## config.mk

```make
export PLATFORM = sky130hd
export DESIGN_NAME = vga_sync_monitor
export DESIGN_NICKNAME = d
export VERILOG_FILES = /design/src/rtl/vga_sync_monitor.sv
export SDC_FILE = /design/constraint.sdc
export NUM_CORES = 1
export LEC_CHECK = 0
export CAP_MARGIN = 20
export CELL_PAD_IN_SITES_DETAIL_PLACEMENT = 2
export CELL_PAD_IN_SITES_GLOBAL_PLACEMENT = 2
export CORE_MARGIN = 2
export CORE_UTILIZATION = 34
export DETAILED_ROUTE_END_ITERATION = 10
export DONT_BUFFER_PORTS = 1
export GPL_ROUTABILITY_DRIVEN = 0
export HOLD_SLACK_MARGIN = 0.15
export PLACE_DENSITY = 0.82
export SLEW_MARGIN = 30
export SYNTH_ARGS = -nofsm -noshare
export SYNTH_HDL_FRONTEND = slang
export SYNTH_SLANG_ARGS = --single-unit
```

## constraint.sdc

```tcl
create_clock -name i_clk -period 2.5 [get_ports i_clk]
set_clock_uncertainty 0.2 [all_clocks]
set_input_delay 0.5 -clock i_clk [delete_from_list [all_inputs] [get_ports i_clk]]
set_output_delay 0.5 -clock i_clk [all_outputs]
set_load 0.05 [all_outputs]
```

## src/rtl/vga_sync_monitor.sv

```systemverilog
// vga_sync_monitor
//   Watches the hsync/vsync/rgb stream of a VGA sync generator, recovers the
//   pixel coordinate of every sample, and checks line/frame timing. Timing
//   checks drive a SEARCH -> ALIGN -> LOCKED state machine; a failed check
//   while checking is enabled raises a sticky error flag and drops lock.
//
// Ports
//   i_clk, i_reset      clock, synchronous active-high reset
//   i_tick              pixel enable; everything advances only when high
//   i_hsync, i_vsync    active-high sync pulses from the generator
//   i_rgb[2:0]          pixel colour
//   i_err_clr           clears the sticky error flags (a new error wins)
//   o_pixel_x/y[9:0]    recovered coordinate of the last sample
//   o_video_on          locked and inside the active area
//   o_rgb_out[2:0]      sampled colour inside the active area, else 0
//   o_pix_valid         one-clock pulse per sample
//   o_locked            state machine is LOCKED
//   o_err_line/hs/frame/vs  sticky timing errors
//   o_frame_count[7:0]  vsync rises seen while locked (mod 256)
module vga_sync_monitor #(
    parameter int H_DISP       = 640,
    parameter int H_TOTAL      = 800,
    parameter int H_SYNC       = 96,
    parameter int H_SYNC_START = 656,
    parameter int V_DISP       = 480,
    parameter int V_TOTAL      = 525,
    parameter int V_SYNC       = 2,
    parameter int V_SYNC_START = 490
) (
    input  logic       i_clk,
    input  logic       i_reset,
    input  logic       i_tick,
    input  logic       i_hsync,
    input  logic       i_vsync,
    input  logic [2:0] i_rgb,
    input  logic       i_err_clr,
    output logic [9:0] o_pixel_x,
    output logic [9:0] o_pixel_y,
    output logic       o_video_on,
    output logic [2:0] o_rgb_out,
    output logic       o_pix_valid,
    output logic       o_locked,
    output logic       o_err_line,
    output logic       o_err_hs,
    output logic       o_err_frame,
    output logic       o_err_vs,
    output logic [7:0] o_frame_count
);
    localparam logic [9:0] HD  = 10'(H_DISP);
    localparam logic [9:0] HT1 = 10'(H_TOTAL - 1);
    localparam logic [9:0] HSW = 10'(H_SYNC);
    localparam logic [9:0] HS0 = 10'(H_SYNC_START);
    localparam logic [9:0] VD  = 10'(V_DISP);
    localparam logic [9:0] VT  = 10'(V_TOTAL);
    localparam logic [9:0] VT1 = 10'(V_TOTAL - 1);
    localparam logic [9:0] VSW = 10'(V_SYNC);
    localparam logic [9:0] VS0 = 10'(V_SYNC_START);

    typedef enum logic [1:0] {SEARCH, ALIGN, LOCKED} state_t;
    state_t r_state;

    logic       r_hs, r_vs;           // previous sync samples
    logic [9:0] r_hcnt;               // ticks since last hsync rise, minus one
    logic [9:0] r_hhigh;              // ticks hsync has been high
    logic [9:0] r_vcnt;               // hsync rises since last vsync rise
    logic [9:0] r_vhigh;              // hsync rises while vsync high
    logic       r_h_meas, r_v_meas;   // a rise has been seen, so counts are real

    // Counters stick at 1023 so an overlong interval can never alias onto
    // the expected value.
    function automatic logic [9:0] sat_inc(input logic [9:0] v, input logic en);
        return (en && v != 10'h3FF) ? v + 10'd1 : v;
    endfunction

    logic       w_hs_rise, w_hs_fall, w_vs_rise, w_vs_fall;
    logic       w_x_wrap;
    logic [9:0] w_x_nxt, w_y_nxt, w_vcnt_inc;
    logic       w_fail_line, w_fail_hs, w_fail_frame, w_fail_vs, w_fail_any;
    logic       w_chk_en, w_lock_nxt, w_vid_nxt;

    assign w_hs_rise = i_hsync & ~r_hs;
    assign w_hs_fall = ~i_hsync & r_hs;
    assign w_vs_rise = i_vsync & ~r_vs;
    assign w_vs_fall = ~i_vsync & r_vs;

    assign w_x_wrap = ~w_hs_rise & (o_pixel_x == HT1);
    assign w_x_nxt  = w_hs_rise ? HS0 : (w_x_wrap ? 10'd0 : o_pixel_x + 10'd1);
    assign w_y_nxt  = w_vs_rise ? VS0 :
                      w_x_wrap  ? ((o_pixel_y == VT1) ? 10'd0 : o_pixel_y + 10'd1) :
                                  o_pixel_y;

    // A vsync rise coinciding with an hsync rise counts that line in the
    // frame that is ending.
    assign w_vcnt_inc   = sat_inc(r_vcnt, w_hs_rise);
    assign w_fail_line  = r_h_meas & w_hs_rise & (r_hcnt != HT1);
    assign w_fail_hs    = r_h_meas & w_hs_fall & (r_hhigh != HSW);
    assign w_fail_frame = r_v_meas & w_vs_rise & (w_vcnt_inc != VT);
    assign w_fail_vs    = r_v_meas & w_vs_fall & (r_vhigh != VSW);
    assign w_fail_any   = w_fail_line | w_fail_hs | w_fail_frame | w_fail_vs;
    assign w_chk_en     = (r_state != SEARCH);

    // Lock as it will stand after this sample; gates video in the same edge.
    assign w_lock_nxt = ~w_fail_any &
                        (((r_state == ALIGN) & w_vs_rise) | (r_state == LOCKED));
    assign w_vid_nxt  = w_lock_nxt & (w_x_nxt < HD) & (w_y_nxt < VD);

    always_ff @(posedge i_clk) begin
        if (i_reset) begin
            r_state       <= SEARCH;
            o_locked      <= 1'b0;
            o_frame_count <= 8'd0;
        end else if (i_tick) begin
            o_locked <= w_lock_nxt;
            case (r_state)
                SEARCH: if (w_vs_rise) r_state <= ALIGN;
                ALIGN: begin
                    if (w_fail_any)     r_state <= SEARCH;
                    else if (w_vs_rise) r_state <= LOCKED;
                end
                LOCKED: begin
                    if (w_fail_any)     r_state <= SEARCH;
                    else if (w_vs_rise) o_frame_count <= o_frame_count + 8'd1;
                end
                default: r_state <= SEARCH;
            endcase
        end
    end

    always_ff @(posedge i_clk) begin
        if (i_reset) begin
            r_hs        <= 1'b0;
            r_vs        <= 1'b0;
            o_pixel_x   <= 10'd0;
            o_pixel_y   <= 10'd0;
            o_video_on  <= 1'b0;
            o_rgb_out   <= 3'd0;
            o_pix_valid <= 1'b0;
            r_hcnt      <= 10'd0;
            r_hhigh     <= 10'd0;
            r_vcnt      <= 10'd0;
            r_vhigh     <= 10'd0;
            r_h_meas    <= 1'b0;
            r_v_meas    <= 1'b0;
            o_err_line  <= 1'b0;
            o_err_hs    <= 1'b0;
            o_err_frame <= 1'b0;
            o_err_vs    <= 1'b0;
        end else begin
            o_pix_valid <= i_tick;
            // Clear acts every clock; a failure on the same edge still sets.
            o_err_line  <= (o_err_line  & ~i_err_clr) | (i_tick & w_chk_en & w_fail_line);
            o_err_hs    <= (o_err_hs    & ~i_err_clr) | (i_tick & w_chk_en & w_fail_hs);
            o_err_frame <= (o_err_frame & ~i_err_clr) | (i_tick & w_chk_en & w_fail_frame);
            o_err_vs    <= (o_err_vs    & ~i_err_clr) | (i_tick & w_chk_en & w_fail_vs);
            if (i_tick) begin
                r_hs       <= i_hsync;
                r_vs       <= i_vsync;
                o_pixel_x  <= w_x_nxt;
                o_pixel_y  <= w_y_nxt;
                o_video_on <= w_vid_nxt;
                o_rgb_out  <= w_vid_nxt ? i_rgb : 3'd0;
                r_hcnt     <= w_hs_rise ? 10'd0 : sat_inc(r_hcnt, 1'b1);
                r_hhigh    <= w_hs_rise ? 10'd1 : sat_inc(r_hhigh, i_hsync);
                r_vcnt     <= w_vs_rise ? 10'd0 : w_vcnt_inc;
                r_vhigh    <= w_vs_rise ? {9'd0, w_hs_rise}
                                        : sat_inc(r_vhigh, i_vsync & w_hs_rise);
                if (w_hs_rise) r_h_meas <= 1'b1;
                if (w_vs_rise) r_v_meas <= 1'b1;
            end
        end
    end
endmodule

```

Word-level counts from Yosys, hierarchy flattened. Cells that the tools add are included.

Add/sub/neg operators: 7. $lt $le $gt $ge: 2. Equality and inequality tests: 15. Muxes and demuxes: 19. Bitwise gates (word level): 42. Reductions and logical operators: 15.

Operator list (count): 10-bit 2-to-1 mux (13); 10-bit by 1-bit adder with 10-bit output, second input constant (6); 10-bit inequality test, second input constant (6); 1-bit bitwise AND (27); 10-bit == test, second input constant (2); 10-bit less-than comparator, second input constant (1); 10-bit by 9-bit less-than comparator with 1-bit output, second input constant (1); 10-bit by 2-bit inequality test with 1-bit output, second input constant (1); 10-bit by 7-bit inequality test with 1-bit output, second input constant (1); 2-bit AND reduction (5); 8-bit by 1-bit adder with 8-bit output, second input constant (1); 2-bit 2-to-1 mux (4); 1-bit OR (8); 4-bit AND reduction (2); 2-bit nonzero test (4); 1-bit inverter (7); 2-bit one-hot mux with 3 select lines (1); 2-bit inequality test, second input constant (2); 1-bit logical AND (3); 3-bit 2-to-1 mux (1); 3-bit inequality test, second input constant (1); 2-bit by 1-bit == test with 1-bit output, second input constant (1); 2-bit == test, second input constant (1); 2-bit zero test (1).

Flip-flop bits (word level): 84. Input port bits: 9. Output and inout port bits: 38.

Longest topological paths before layout.
Word-level depth: 13. Mapped depth: 10. Mapped depth without buffers: 9.

Least setup slack after synthesis. OpenSTA, ideal clock, no wires.

Path kind: register to register. Start: register o_pixel_x[0]. End: register o_rgb_out[0]. Library setup time: 117 ps. Arrival time: 2613 ps. Setup slack: -430 ps. Stages on the path, launching flop included: 10. Clock period less this slack: 2930 ps. Path through: dfxtp_1 > ha_1 > and4_1 > clkbuf_1 > nand4_1 > nor4_1 > o211ai_1 > a22oi_1 > nor3_2 > a22o_1.

Cells in the longest elaborated chain, start to end: 8. Elaborated cells between the ends (all ways): 12. Classes of those cells: add/sub: 1; order compare: 2; eq/ne: 1; mux: 5; bitwise: 3.

Ends and longest elaborated chain: from (decl) (RTL line 37) `output logic [9:0] o_pixel_x,`; from (signal assigned) (RTL line 158) `o_pixel_x <= w_x_nxt;`; parallel branches: the longest is 6 deep, another holds 10-bit by 1-bit adder with 10-bit output; 1-bit bitwise AND * (RTL line 105) `assign w_vid_nxt = w_lock_nxt & (w_x_nxt < HD) & (w_y_nxt < VD);`; 3-bit 2-to-1 mux * (RTL line 161) `o_rgb_out <= w_vid_nxt ? i_rgb : 3'd0;`; to (signal assigned) (RTL line 161); to (decl) (RTL line 40) `output logic [2:0] o_rgb_out,`.

Mark *: on every way between the ends. A chain may end at the register's enable or synchronous reset.

Worst setup path after layout.
Start: register o_pixel_x[5]. End: register o_rgb_out[2].

Same word-level chain as after synthesis.

==> key figures <==
Outcome
  – Status: finished with violations
  – Failing checks: setup timing

STA
  – Worst slew pin tran: a little under 0.7 ns
  – FMAX: roughly 340 MHz
  – Fin. max-slew vios: 0
  – Final Cycle Share: 1.16
  – Worst slew margin: 0.551
  – Final Hold Viols: 0
  – Fin worst setup slack: -0.401 ns
  – RSZ-0062 raised after global routing: true
  – Final Critical Period: 2.90 ns
  – Final setup viols: 36

Final layout
  – Nets: between 700 and 800
  – Final instance area: between 6000 and 7000 um2
  – Area growth from synthesis to layout: 41.5%
  – Final non-filler cell total: 893
  – Fillers: 1,411
  – Layout cells sized above 1: 0.303
  – Ant. Diodes: 0

Synthesis
  – FFs w/ async S/R, synth: 0
  – Ys flop type: dfxtp_1
  – Post-synth cell types: 66
  – Mapped Cells: about 600
  – Yosys reg bits: 84
  – Syn_nets: roughly 620
  – Number of flops mapped to enable cells by yosys: 0
  – Mean post-synth cell area: approximately 7.7 um2
  – Warning count from the yosys run: 0
  – Register area share after synthesis: 0.361
  – Mapped cell area: approximately 4700 um2

Floorplan
  – Die Footprint: between 10,000 and 15,000 um2
  – Core Footprint: roughly 13,000 um2
  – Die height: approximately 120 um
  – I/O pin count: 47
  – Die X: 121 um
  – Initial Utilization: 0.350
  – Std-Cell Rows: 42

CTS
  – CTS clk-pin slew, worst paths: approximately 0.070 ns
  – H-tree Lvls: 3
  – Clock tree buffer depth: 2
  – CTS tree: yes
  – CTS sink count: 84
  – Clock buffer count from CTS: 9
  – Worst skew pair latency: 0.38 ns
  – Root Driver: clkbuf_16

Routing
  – DRC viols: 0
  – Pre-antenna DRT Iters: 5
  – Via/cell ratio: just under 7
  – Remaining antenna violation count after routing: 0
  – Via Count: about 6,000
  – Iteration-0 DRC Markers: ~610
  – Routed WL: around 30,000 um
  – DR WL/cell: around 33 um

Worst setup path
  – Startpoint type of the worst setup path: flop
  – Arrival time at the worst endpoint: 2.95 ns
  – Crit-path max FO: 6
  – WP data required: between 2 and 3 ns
  – CP max stage cell: nor4b_4
  – CP Cell Sequence: nor4b_4, nand4_1, buf_6, nor4_2, o21ai_0, a22oi_1, nor3_2, buf_4, a22o_1
  – CP Class: flop to flop
  – CP peak stage delay: around 0.40 ns
  – Crit. End Element: flop

Placed design
  – Port Buffers: 0
  – Placed Area: about 5500 um2
  – Post-DP HPWL: approximately 13,000 um
  – Placed Instances: 840

GRT
  – Tot GR Track Use: 0.343
  – Grt ovf: 0
  – Initial antenna violation count: 0
  – Largest net degree at the start of global routing: 66
  – First-pass GRT wire length: between 30,000 and 40,000 um
  – Vias in the first global route: between 6,000 and 7,000

Pwr
  – Peak supply drop: 591 uV
  – Pwr dens: about 520 nW/um2
  – Lkg Pwr: roughly 2.4 nW
  – Pwr Total: 3.46 mW

Job
  – Max cap viols: 0

Hold path
  – Min-Delay Path Class: input port to flop
layer usage:
layer | global-route usage | share of wire | vias to the layer above
met2 | 0.605 | 0.49 | 414
met1 | 0.374 | 0.36 | 2998
li1 | - | - | 2414
met5 | 0 | 0 | -
met4 | 0.193 | 0.082 | 0
met3 | 0.0860 | 0.068 | 202
cells by family (layout without fill, tap and decap cells):
kind of cell | Yosys count | count (layout) | synth area share
AND/OR/NAND/NOR | 287 | 287 | 0.320
AO/OA/AOI/OAI | 146 | 146 | 0.201
flip-flops | 84 | 84 | 0.361
buffers and inverters | 52 | 167 | 0.0449
XOR/XNOR | 18 | 18 | 0.0339
adder cells (fa/ha/maj) | 10 | 10 | 0.0269
multiplexers | 5 | 5 | 0.0118
state kept, by name, indices dropped and copies added (netlist names), 2 cells and up:
register	count
o_pixel_x	10
o_pixel_y	10
r_hcnt	10
r_hhigh	10
r_vcnt	10
r_vhigh	10
o_frame_count	8
o_rgb_out	3
r_state	2
what timing repair did:
item                                    4_1_cts  5_1_grt
setup buffers                                 7        8
hold endpoints to repair                     64       42
endpoints found under the setup margin       15       39
cloned                                        0        0
pin swaps                                    15       23
resized for setup                            24       66
hold buffers                                 23        1
through the flow:
step            util  setup slack [ns]  setup TNS (ns)  hold slack (ns)
2_1_floorplan      -         0.0000584               0            0.263
3_3_place_gp   0.414           -0.0146         -0.0465            0.292
3_5_place_dp   0.414            -0.186           -1.68            0.305
4_1_cts        0.467            -0.185          -0.861         -0.00777
5_1_grt        0.495            -0.428           -8.03            0.208
6_report       0.495            -0.401           -6.01            0.201
cells in the mapped netlist, drive strengths merged, types with 6 or more instances:
cell type / number / area share
nor2: 88 / 0.071
xnor2: 6 / 0.011
a311oi: 6 / 0.011
nand4: 16 / 0.022
and4: 6 / 0.011
nor2b: 9 / 0.012
nand2: 50 / 0.040
a31oi: 10 / 0.017
a21oi: 57 / 0.061
nor3: 24 / 0.030
nand3: 27 / 0.029
inv: 20 / 0.016
nand3b: 6 / 0.0097
clkbuf: 23 / 0.019
ha: 10 / 0.027
dfxtp: 84 / 0.36
and3: 9 / 0.012
buf: 8 / 0.0094
o21ai: 29 / 0.031
nor4: 11 / 0.019
xor2: 12 / 0.023
or3: 9 / 0.012
and2: 6 / 0.0083
where the power goes:
group	total, mW	switching (mW)	internal [mW]
logic	0.461	0.306	0.155
clock network	1.59	0.681	0.904
registers	1.41	0.0488	1.36
total	3.46	1.04	2.42
cell type report:
cell class	count	area [um2]	share of cell area
Inverter	21	78.8	0.0120
Multi-Input combinational cell	466	3180	0.483
Clock inverter	4	72.6	0.0110
Tap cell	176	220	0.0334
Clock buffer	12	246	0.0374
Timing Repair Buffer	130	1080	0.163
Sequential cell	84	1710	0.260
cells in the final DEF, fill, tap and decap left out, types with 4 or more instances in the layout:
cell type / n
a211oi_1: 5
a21oi_1: 44
a21oi_2: 12
a22oi_1: 4
a311oi_1: 5
a31oi_1: 5
and2_1: 5
and3_1: 8
and4_4: 5
buf_4: 100
buf_6: 6
clkbuf_16: 9
dfxtp_1: 68
dfxtp_2: 12
dfxtp_4: 4
dlygate4sd3_1: 23
ha_1: 7
inv_1: 20
nand2_1: 47
nand3_1: 24
nand3b_1: 6
nand4_1: 16
nor2_1: 84
nor2_2: 4
nor2b_1: 9
nor3_1: 19
nor3b_1: 4
nor4_1: 5
nor4_2: 4
o21ai_0: 25
or2_2: 4
or3_1: 8
or4_1: 4
xnor2_1: 6
xor2_1: 11
worst max-delay path, delay by kind of cell (launching register included):
kind	cells	cell delay (ns)
simple gates	4	1.12
buf+inv	2	0.39
compound gates	3	0.70
flops	1	0.37
path summary, 6_finish.rpt:
path                                                 from                   endpoint  slack [ns]  depth (start not counted)
worst max-delay path            o_pixel_x[5]$_SDFFE_PP0P_  o_rgb_out[2]$_SDFFE_PP0P_       -0.40                          9
worst min register to register     r_hcnt[8]$_SDFFE_PP0P_     r_hcnt[8]$_SDFFE_PP0P_        0.37                          2
worst min-delay path                              i_reset    r_vhigh[5]$_SDFFE_PP0P_        0.20                          2
worst max register to register  o_pixel_x[5]$_SDFFE_PP0P_  o_rgb_out[2]$_SDFFE_PP0P_       -0.40                          9
Power figures use the tool's default switching activity.
